<file path="src/rtl/instr_encoder_loader.sv">
// instr_encoder_loader
//   Packs instruction fields into the 16-bit instruction word
//   {op_code, mem_op, operand} and writes each word to program memory at
//   auto-incrementing addresses starting from a base sampled on START.
//   It sits between the host/boot interface and program memory and is used
//   to load a program before the CPU starts executing it.
//
// Ports
//   clk, rst          clock (rising edge), asynchronous active-high reset
//   start, abort      session control (abort has priority over start)
//   base_addr         first write address, sampled when START is accepted
//   in_valid/in_ready field-set stream handshake
//   in_op_code        ALU operation code           -> word[15:12]
//   in_mem_op         memory operation code        -> word[11:8]
//   in_operand        left [7:4] / right [3:0]     -> word[7:0]
//   in_last           final instruction of the session
//   pm_we/pm_ready    program memory write request / acknowledge
//   pm_addr, pm_wdata write address and encoded instruction
//   busy              session active (LOAD or WRITE)
//   done              one-cycle pulse on normal completion
//   error             overflow flag, held until the next START or ABORT
//   word_count        words written in the current or last session
module instr_encoder_loader #(
  parameter int ADDR_WIDTH = 8,
  parameter int MAX_WORDS  = 256
) (
  input  logic                  clk,
  input  logic                  rst,
  input  logic                  start,
  input  logic                  abort,
  input  logic [ADDR_WIDTH-1:0] base_addr,
  input  logic                  in_valid,
  output logic                  in_ready,
  input  logic [3:0]            in_op_code,
  input  logic [3:0]            in_mem_op,
  input  logic [7:0]            in_operand,
  input  logic                  in_last,
  output logic                  pm_we,
  input  logic                  pm_ready,
  output logic [ADDR_WIDTH-1:0] pm_addr,
  output logic [15:0]           pm_wdata,
  output logic                  busy,
  output logic                  done,
  output logic                  error,
  output logic [ADDR_WIDTH:0]   word_count
);

  localparam logic [2:0] S_IDLE  = 3'd0;
  localparam logic [2:0] S_LOAD  = 3'd1;
  localparam logic [2:0] S_WRITE = 3'd2;
  localparam logic [2:0] S_DONE  = 3'd3;
  localparam logic [2:0] S_ERR   = 3'd4;

  localparam logic [ADDR_WIDTH:0] MAX_CNT = (ADDR_WIDTH+1)'(MAX_WORDS);

  logic [2:0]            state_reg, state_next;
  logic [ADDR_WIDTH-1:0] addr_reg;
  logic [15:0]           wdata_reg;
  logic                  last_reg;
  logic [ADDR_WIDTH:0]   count_reg;
  logic [ADDR_WIDTH:0]   count_inc;
  logic                  pm_we_reg;
  logic                  done_reg;
  logic                  error_reg;
  logic                  accept;
  logic                  wr_ack;
  logic                  start_ok;

  assign in_ready = (state_reg == S_LOAD);
  assign busy     = (state_reg == S_LOAD) || (state_reg == S_WRITE);

  assign accept    = (state_reg == S_LOAD) && in_valid;
  // pm_ready outside WRITE is simply never looked at.
  assign wr_ack    = (state_reg == S_WRITE) && pm_ready;
  assign start_ok  = start && ((state_reg == S_IDLE) || (state_reg == S_ERR));
  assign count_inc = count_reg + 1'b1;

  always_comb begin
    state_next = state_reg;
    if (abort) begin
      state_next = S_IDLE;
    end else begin
      case (state_reg)
        S_IDLE:  if (start) state_next = S_LOAD;
        S_LOAD:  if (in_valid) state_next = S_WRITE;
        S_WRITE: begin
          if (pm_ready) begin
            // A last word landing exactly on the limit still completes normally.
            if (last_reg)                  state_next = S_DONE;
            else if (count_inc == MAX_CNT) state_next = S_ERR;
            else                           state_next = S_LOAD;
          end
        end
        S_DONE:  state_next = S_IDLE;
        S_ERR:   if (start) state_next = S_LOAD;
        default: state_next = S_IDLE;
      endcase
    end
  end

  always_ff @(posedge clk or posedge rst) begin
    if (rst) begin
      state_reg <= S_IDLE;
      addr_reg  <= '0;
      wdata_reg <= '0;
      last_reg  <= 1'b0;
      count_reg <= '0;
      pm_we_reg <= 1'b0;
      done_reg  <= 1'b0;
      error_reg <= 1'b0;
    end else begin
      state_reg <= state_next;
      // Flag outputs are registered copies of the state being entered, so
      // they line up with the state itself with no extra cycle of delay.
      pm_we_reg <= (state_next == S_WRITE);
      done_reg  <= (state_next == S_DONE);
      error_reg <= (state_next == S_ERR);
      // Abort discards everything, including a write acknowledged this cycle.
      if (!abort) begin
        if (start_ok) begin
          addr_reg  <= base_addr;
          count_reg <= '0;
        end
        if (accept) begin
          wdata_reg <= {in_op_code, in_mem_op, in_operand};
          last_reg  <= in_last;
        end
        if (wr_ack) begin
          addr_reg  <= addr_reg + 1'b1;
          count_reg <= count_inc;
        end
      end
    end
  end

  assign pm_we      = pm_we_reg;
  assign pm_addr    = addr_reg;
  assign pm_wdata   = wdata_reg;
  assign done       = done_reg;
  assign error      = error_reg;
  assign word_count = count_reg;

endmodule

</file>
<file path="config.mk">
export PLATFORM = sky130hd
export DESIGN_NAME = instr_encoder_loader
export DESIGN_NICKNAME = d
export VERILOG_FILES = /design/src/rtl/instr_encoder_loader.sv
export SDC_FILE = /design/constraint.sdc
export NUM_CORES = 1
export LEC_CHECK = 0
export ABC_AREA = 1
export CAP_MARGIN = 20
export CORE_ASPECT_RATIO = 1.1
export CORE_MARGIN = 5
export CORE_UTILIZATION = 49
export CTS_CLUSTER_DIAMETER = 30
export CTS_CLUSTER_SIZE = 14
export DETAILED_ROUTE_END_ITERATION = 8
export HOLD_SLACK_MARGIN = 0.15
export PLACE_DENSITY = 0.85
export REMOVE_ABC_BUFFERS = 1
export SLEW_MARGIN = 20
export SYNTH_ARGS = -nofsm -noshare
export SYNTH_HDL_FRONTEND = slang
export SYNTH_SLANG_ARGS = --single-unit
export TNS_END_PERCENT = 20
</file>
<file path="constraint.sdc">
create_clock -name clk -period 2.4 [get_ports clk]
set_input_delay 0.48 -clock clk [delete_from_list [all_inputs] [get_ports clk]]
set_output_delay 0.48 -clock clk [all_outputs]
set_load 0.005 [all_outputs]
</file>
# Word level (Yosys, flattened, before mapping)
# Cells that the tools add are included.
word_totals:
  wordCells: 39
  out_inout_bits: 38
  reg_bits: 40
classes:
  n_reduce_logical: 10
  n_eq_ne: 7
  mux: 11
  add_sub_neg: 2
  bitwise_logic: 1
op_table:
  columns: ["cell", "n"]
  rows:
  - ["$mux 3", 6]
  - ["$mux 9", 2]
  - ["$mux 8", 2]
  - ["$add 9x1->9 const B", 1]
  - ["$eq 3x2->1 const B", 3]
  - ["$eq 9x9->1 const B", 1]
  - ["$pmux 3 s3", 1]
  - ["$add 8x1->8 const B", 1]
  - ["$eq 3x3->1 const B", 2]
  - ["$reduce_and 2->1", 2]
  - ["$eq 3x1->1 const B", 1]
  - ["$logic_and 1x1->1", 3]
  - ["$logic_not 3->1", 1]
  - ["$logic_or 1x1->1", 2]
  - ["$reduce_bool 2->1", 1]
  - ["$reduce_or 2->1", 1]
  - ["$not 1->1", 1]

# Longest topological paths before layout
logic_depth:
  depth_word: 8
  ltp_mapped: 11
  depth_no_buf: 11

# Least setup slack after synthesis
# OpenSTA, ideal clock, no wires.
synth_timing:
  kind: "register to register"
  start: "register count_reg[0] (netlist: word_count[0])"
  end: "register pm_we_reg (netlist: pm_we)"
  required_ns: 2.329
  n_path_buf: 0
  stages_incl_launch_ff: 12
  synth_period_minus_slack_ns: 1.440
  slack_ns: 0.960
  setup_ns: 0.071
  arrival_time_ns: 1.368
  path_cell_list: "dfrtp_1 -> ha_1 -> nand2_2 -> nor2_1 -> nand2_1 -> nand2_1 -> nand2_1 -> nor2_1 -> nand3_1 -> nand2_1 -> nand2_1 -> nor2_1"
synth_between:
  elab_chain_len: 8
synth_lines:
  columns: ["item", "line_no", "source"]
  rows:
  - ["start: declaration", "60", "logic [ADDR_WIDTH:0] count_reg;"]
  - ["start signal: assignment", "130", "count_reg <= count_inc;"]
  - ["$add 9x1->9", "76", "assign count_inc = count_reg + 1'b1;"]
  - ["$eq 9x9->1", "90", "else if (count_inc == MAX_CNT) state_next = S_ERR;"]
  - ["$mux 3", "90", null]
  - ["$mux 3", "89", "if (last_reg) state_next = S_DONE;"]
  - ["$mux 3", "87", "if (pm_ready) begin"]
  - ["$pmux 3 s3", "83", "case (state_reg)"]
  - ["$mux 3", "80", "if (abort) begin"]
  - ["$eq 3x2->1", "115", "pm_we_reg <= (state_next == S_WRITE);"]
  - ["end signal: assignment", "115", null]
  - ["end: declaration", "62", "logic pm_we_reg;"]
# No other way between the ends.
# A chain may end at the register's enable or synchronous reset.

# Worst setup path after layout
layout_timing:
  start: "register state_reg[1]"
  end: "output busy"
layout_between:
  elab_chain_len: 2
layout_lines:
  columns: ["item", "line_no", "source"]
  rows:
  - ["start: declaration", "56", "logic [2:0] state_reg, state_next;"]
  - ["start signal: assignment", "112", "state_reg <= state_next;"]
  - ["$eq 3x1->1 / $eq 3x2->1 (equally long branches)", "70", "assign busy = (state_reg == S_LOAD) || (state_reg == S_WRITE);"]
  - ["$logic_or 1x1->1 (*)", "70", null]
  - ["end: declaration", "42", "output logic busy,"]
# Mark *: on every way between the ends. The rest lies on a longest branch, timed or not.

==> metrics.txt <==
# TYPE chip_impl_metric gauge
chip_impl_info{name="status",value="complete, no violations"} 1
chip_impl_metric{name="hpwl",unit="mm"} 3.70
chip_impl_metric{name="synth_edf_count",unit=""} 0
chip_impl_metric{name="multiInputGateArea",unit="µm²"} 910
chip_impl_info{name="cp_cell_sequence",value="nor3_4, inv_1, nand2_1, clkdlybuf4s50_1"} 1
chip_impl_metric{name="via_count",unit=""} 1740
chip_impl_metric{name="synth.lib_cells_used.distinct",unit=""} 33
chip_impl_metric{name="total_power",unit="µW"} 2240
chip_impl_info{name="rsz0062_at_grt",value="no"} 1
chip_impl_metric{name="slew_violations",unit=""} 0
chip_impl_metric{name="max-clock-path-buffers",unit=""} 2
chip_impl_metric{name="worst-path-max-fanout",unit=""} 4
chip_impl_metric{name="synth_sequential_area_ratio",unit="%"} 49.4
chip_impl_metric{name="clkSlewWorstSetupHoldPaths",unit="ns"} 0.08
chip_impl_metric{name="finalSetupViolCount",unit=""} 0
chip_impl_metric{name="cts_inserted_buffers",unit=""} 5
chip_impl_info{name="slowest_stage",value="clkdlybuf4s50_1"} 1
chip_impl_metric{name="core_rows",unit=""} 24
chip_impl_info{name="postSynth.topFlopCell",value="dfrtp_1"} 1
chip_impl_metric{name="fin_crit",unit="ns"} 2.19
chip_impl_metric{name="yosys_register_bits",unit=""} 40
chip_impl_metric{name="cp_data_arrival_time",unit="ns"} 1.71
chip_impl_metric{name="setup_tns",unit="ns"} 0
chip_impl_metric{name="post_cts_buffers",unit=""} 0
chip_impl_metric{name="drt_iter0_markers",unit=""} 173
chip_impl_metric{name="synth_cells",unit=""} 210
chip_impl_metric{name="internal_power",unit="µW"} 1700
chip_impl_metric{name="final.period_utilization",unit="%"} 91.2
chip_impl_metric{name="initial_cell_density_of_the_core",unit="%"} 50.7
chip_impl_metric{name="antenna_cells",unit=""} 0
chip_impl_metric{name="power.combinational.fraction",unit="%"} 25.8
chip_impl_info{name="cts-root-buf",value="clkbuf_8"} 1
chip_impl_metric{name="floorplan.die_area",unit="µm²"} 5520
chip_impl_metric{name="post-route-drc-count",unit=""} 0
chip_impl_info{name="worstHoldPathType",value="flip-flop to flip-flop"} 1
chip_impl_metric{name="finalNonFillerCells",unit=""} 336
chip_impl_info{name="synthMostInstantiatedCell",value="nand2_1"} 1
chip_impl_metric{name="via_count_of_the_first_global_routing_pass",unit=""} 1728
chip_impl_metric{name="design.final.nets",unit=""} 316
chip_impl_info{name="post-synth-top-area-cell",value="dfrtp_1"} 1
chip_impl_metric{name="maxClockFrequency",unit="GHz"} 0.457
chip_impl_metric{name="dr.pass1.iters",unit=""} 4
chip_impl_metric{name="top_level_ports",unit=""} 69
chip_impl_metric{name="mappedNetlistArea",unit="µm²"} 2030
chip_impl_metric{name="drive_gt1_share",unit="%"} 14.4
chip_impl_metric{name="ctsHoldBuffers",unit=""} 0
chip_impl_metric{name="chipWidth",unit="µm"} 71.3
chip_impl_metric{name="n_fill_cell",unit=""} 300
chip_impl_metric{name="die_height",unit="µm"} 77.4
chip_impl_metric{name="timing_hold_violations_final",unit=""} 0
chip_impl_metric{name="share_seq_of_total_power",unit="%"} 40.0
chip_impl_metric{name="power.density",unit="nW/µm²"} 770
chip_impl_info{name="endpoint_kind",value="output pin"} 1
chip_impl_info{name="synth_top_cells_by_count",value="42 x nand2_1, 40 x dfrtp_1, 18 x inv_1, 18 x nor2_1, 17 x nand3_1"} 1
chip_impl_metric{name="cts_num_sinks",unit=""} 40
chip_impl_metric{name="switching_share",unit="%"} 24.0
chip_impl_metric{name="worst-slew-pin-transition",unit="ns"} 0.506
chip_impl_metric{name="grt_max_degree",unit=""} 41
chip_impl_info{name="cts_tree",value="built"} 1
chip_impl_metric{name="timing.final.ws_setup",unit="ns"} 0.210
chip_impl_metric{name="area.sequential",unit="µm²"} 1000
chip_impl_info{name="worstSetupStartpointType",value="flip-flop"} 1
chip_impl_metric{name="peakVddDrop",unit="µV"} 516
chip_impl_metric{name="p_clk_share",unit="%"} 34.2
chip_impl_metric{name="timing.critical_path.required",unit="ns"} 1.92
chip_impl_metric{name="post_synth.cell_area_avg",unit="µm²"} 9.65
chip_impl_metric{name="max_cap_violations",unit=""} 0
chip_impl_metric{name="design.core.area",unit="µm²"} 3990
chip_impl_metric{name="cp_slowest_stage_delay",unit="ns"} 0.49
chip_impl_info{name="timing_worst_setup_path_type",value="flip-flop to output pin"} 1
chip_impl_metric{name="wire_length_per_cell_after_detailed_routing",unit="µm"} 15.2
chip_impl_metric{name="grt_antenna_before_repair",unit=""} 0
chip_impl_metric{name="maxSlewHeadroom",unit="%"} 66.3
chip_impl_metric{name="synth_warnings",unit=""} 0
chip_impl_metric{name="leakagePower",unit="µW"} 0.00131
chip_impl_metric{name="clock_insertion_delay_worst_skew",unit="ns"} 0.30
chip_impl_metric{name="cts_max_level",unit=""} 2
chip_impl_metric{name="grt_pass1_wl",unit="mm"} 8.36
chip_impl_metric{name="skew",unit="ns"} 0.00579
chip_impl_metric{name="gp_congestion",unit=""} 0.851
chip_impl_metric{name="dp_slack",unit="ns"} 0.371
chip_impl_metric{name="antenna_left",unit=""} 0
chip_impl_metric{name="routed_wl",unit="mm"} 5.12
chip_impl_metric{name="netlist.area_leader.share",unit="%"} 49.4
chip_impl_metric{name="postSynth.asyncResetShare",unit="%"} 100
chip_impl_metric{name="final_hold_slack",unit="ns"} 0.507
chip_impl_info{name="synthTopCellsByArea",value="dfrtp_1 49%, nand2_1 7.8%, mux2_4 7.4%"} 1
chip_impl_metric{name="grt_overflow",unit=""} 0
chip_impl_metric{name="routed_via_density",unit=""} 5.18
chip_impl_metric{name="largest_register_ffs",unit=""} 16
chip_impl_metric{name="track_usage",unit="%"} 19.0
chip_impl_metric{name="layout-area-overhead-vs-synth",unit="%"} 43.5
chip_impl_metric{name="post_cts_resize_count",unit=""} 0
chip_impl_metric{name="total_switching_power",unit="µW"} 538
chip_impl_metric{name="port_buffers",unit=""} 68
chip_impl_metric{name="placed_cells_incl_taps",unit=""} 328
==> critical path: cells and delay by family (launching register included) <==
family | cells | cell delay (ns)
buffers and inverters | 2 | 0.59
AND/OR/NAND/NOR | 2 | 0.39
flip-flops | 1 | 0.44
==> logic make-up (layout without fill, tap and decap cells) <==
group / Yosys count / after routing / share of synthesized area, %
adders and majority gates: 2 / 2 / 1.24
xor gates and xnor gates: 2 / 2 / 0.865
DFF: 40 / 40 / 49.4
muxes: 17 / 17 / 11.3
buffers and inverters: 25 / 99 / 5.68
AOI/OAI and AO/OA: 34 / 34 / 9.57
and+or+nand+nor: 90 / 90 / 21.9
==> through the flow <==
stage,cell area [µm²],util [%]
6_report,2910,72.8
2_1_floorplan,2000,-
4_1_cts,2910,72.8
5_1_grt,2910,72.8
3_3_place_gp,2750,68.8
3_5_place_dp,2750,68.8
==> layer usage <==
layer	up-vias	global-route usage [%]	wire length, µm
met5	-	0	0
met4	0	9.02	139
met3	12	3.75	343
met2	65	33.5	2740
met1	819	21.9	1890
li1	844	-	-
==> layout by cell type, fill, tap and decap left out, types with 3 or more instances in the layout <==
master           count
clkdlybuf4s50_1     68
nand2_1             42
dfrtp_1             40
inv_1               18
nor2_1              18
nand3_1             17
mux2_4              10
a21oi_1             10
o21ai_0             10
mux2_2               7
clkbuf_8             5
o21ai_1              4
inv_2                3
nand4_1              3
bufinv_16            3
==> power groups by stage <==
stage	registers [µW]	logic (µW)	clock network, µW
6_report	896	578	765
5_1_grt	914	625	801
4_1_cts	896	587	779
3_5_place_dp	903	583	0
3_3_place_gp	897	565	0
2_1_floorplan	899	225	0
==> layout make-up <==
type / instances / area share (%)
multi-input cells: 145 / 31.3
well taps: 52 / 2.24
flip-flops and latches: 40 / 34.4
repair buffers: 69 / 23.7
clock buffers: 5 / 2.37
inverters: 22 / 2.93
clock inverters: 3 / 3.10
==> worst paths after layout <==
kind | startpoint | end | slack [ns] | cells after the start
worst max-delay path | state_reg[1]$_DFF_PP0_ | busy | 0.21 | 4
worst min-delay path | pm_wdata[0]$_DFFE_PP0P_ | pm_wdata[0]$_DFFE_PP0P_ | 0.51 | 1
worst max register to register | word_count[0]$_DFFE_PP0P_ | state_reg[2]$_DFF_PP0_ | 0.65 | 9
worst min register to register | pm_wdata[0]$_DFFE_PP0P_ | pm_wdata[0]$_DFFE_PP0P_ | 0.51 | 1
max in group asynchronous | rst | word_count[8]$_DFFE_PP0P_ | 1.43 | 3
min in group asynchronous | rst | pm_wdata[10]$_DFFE_PP0P_ | 0.62 | 3
Note: power is estimated with default switching activity, not from simulation.
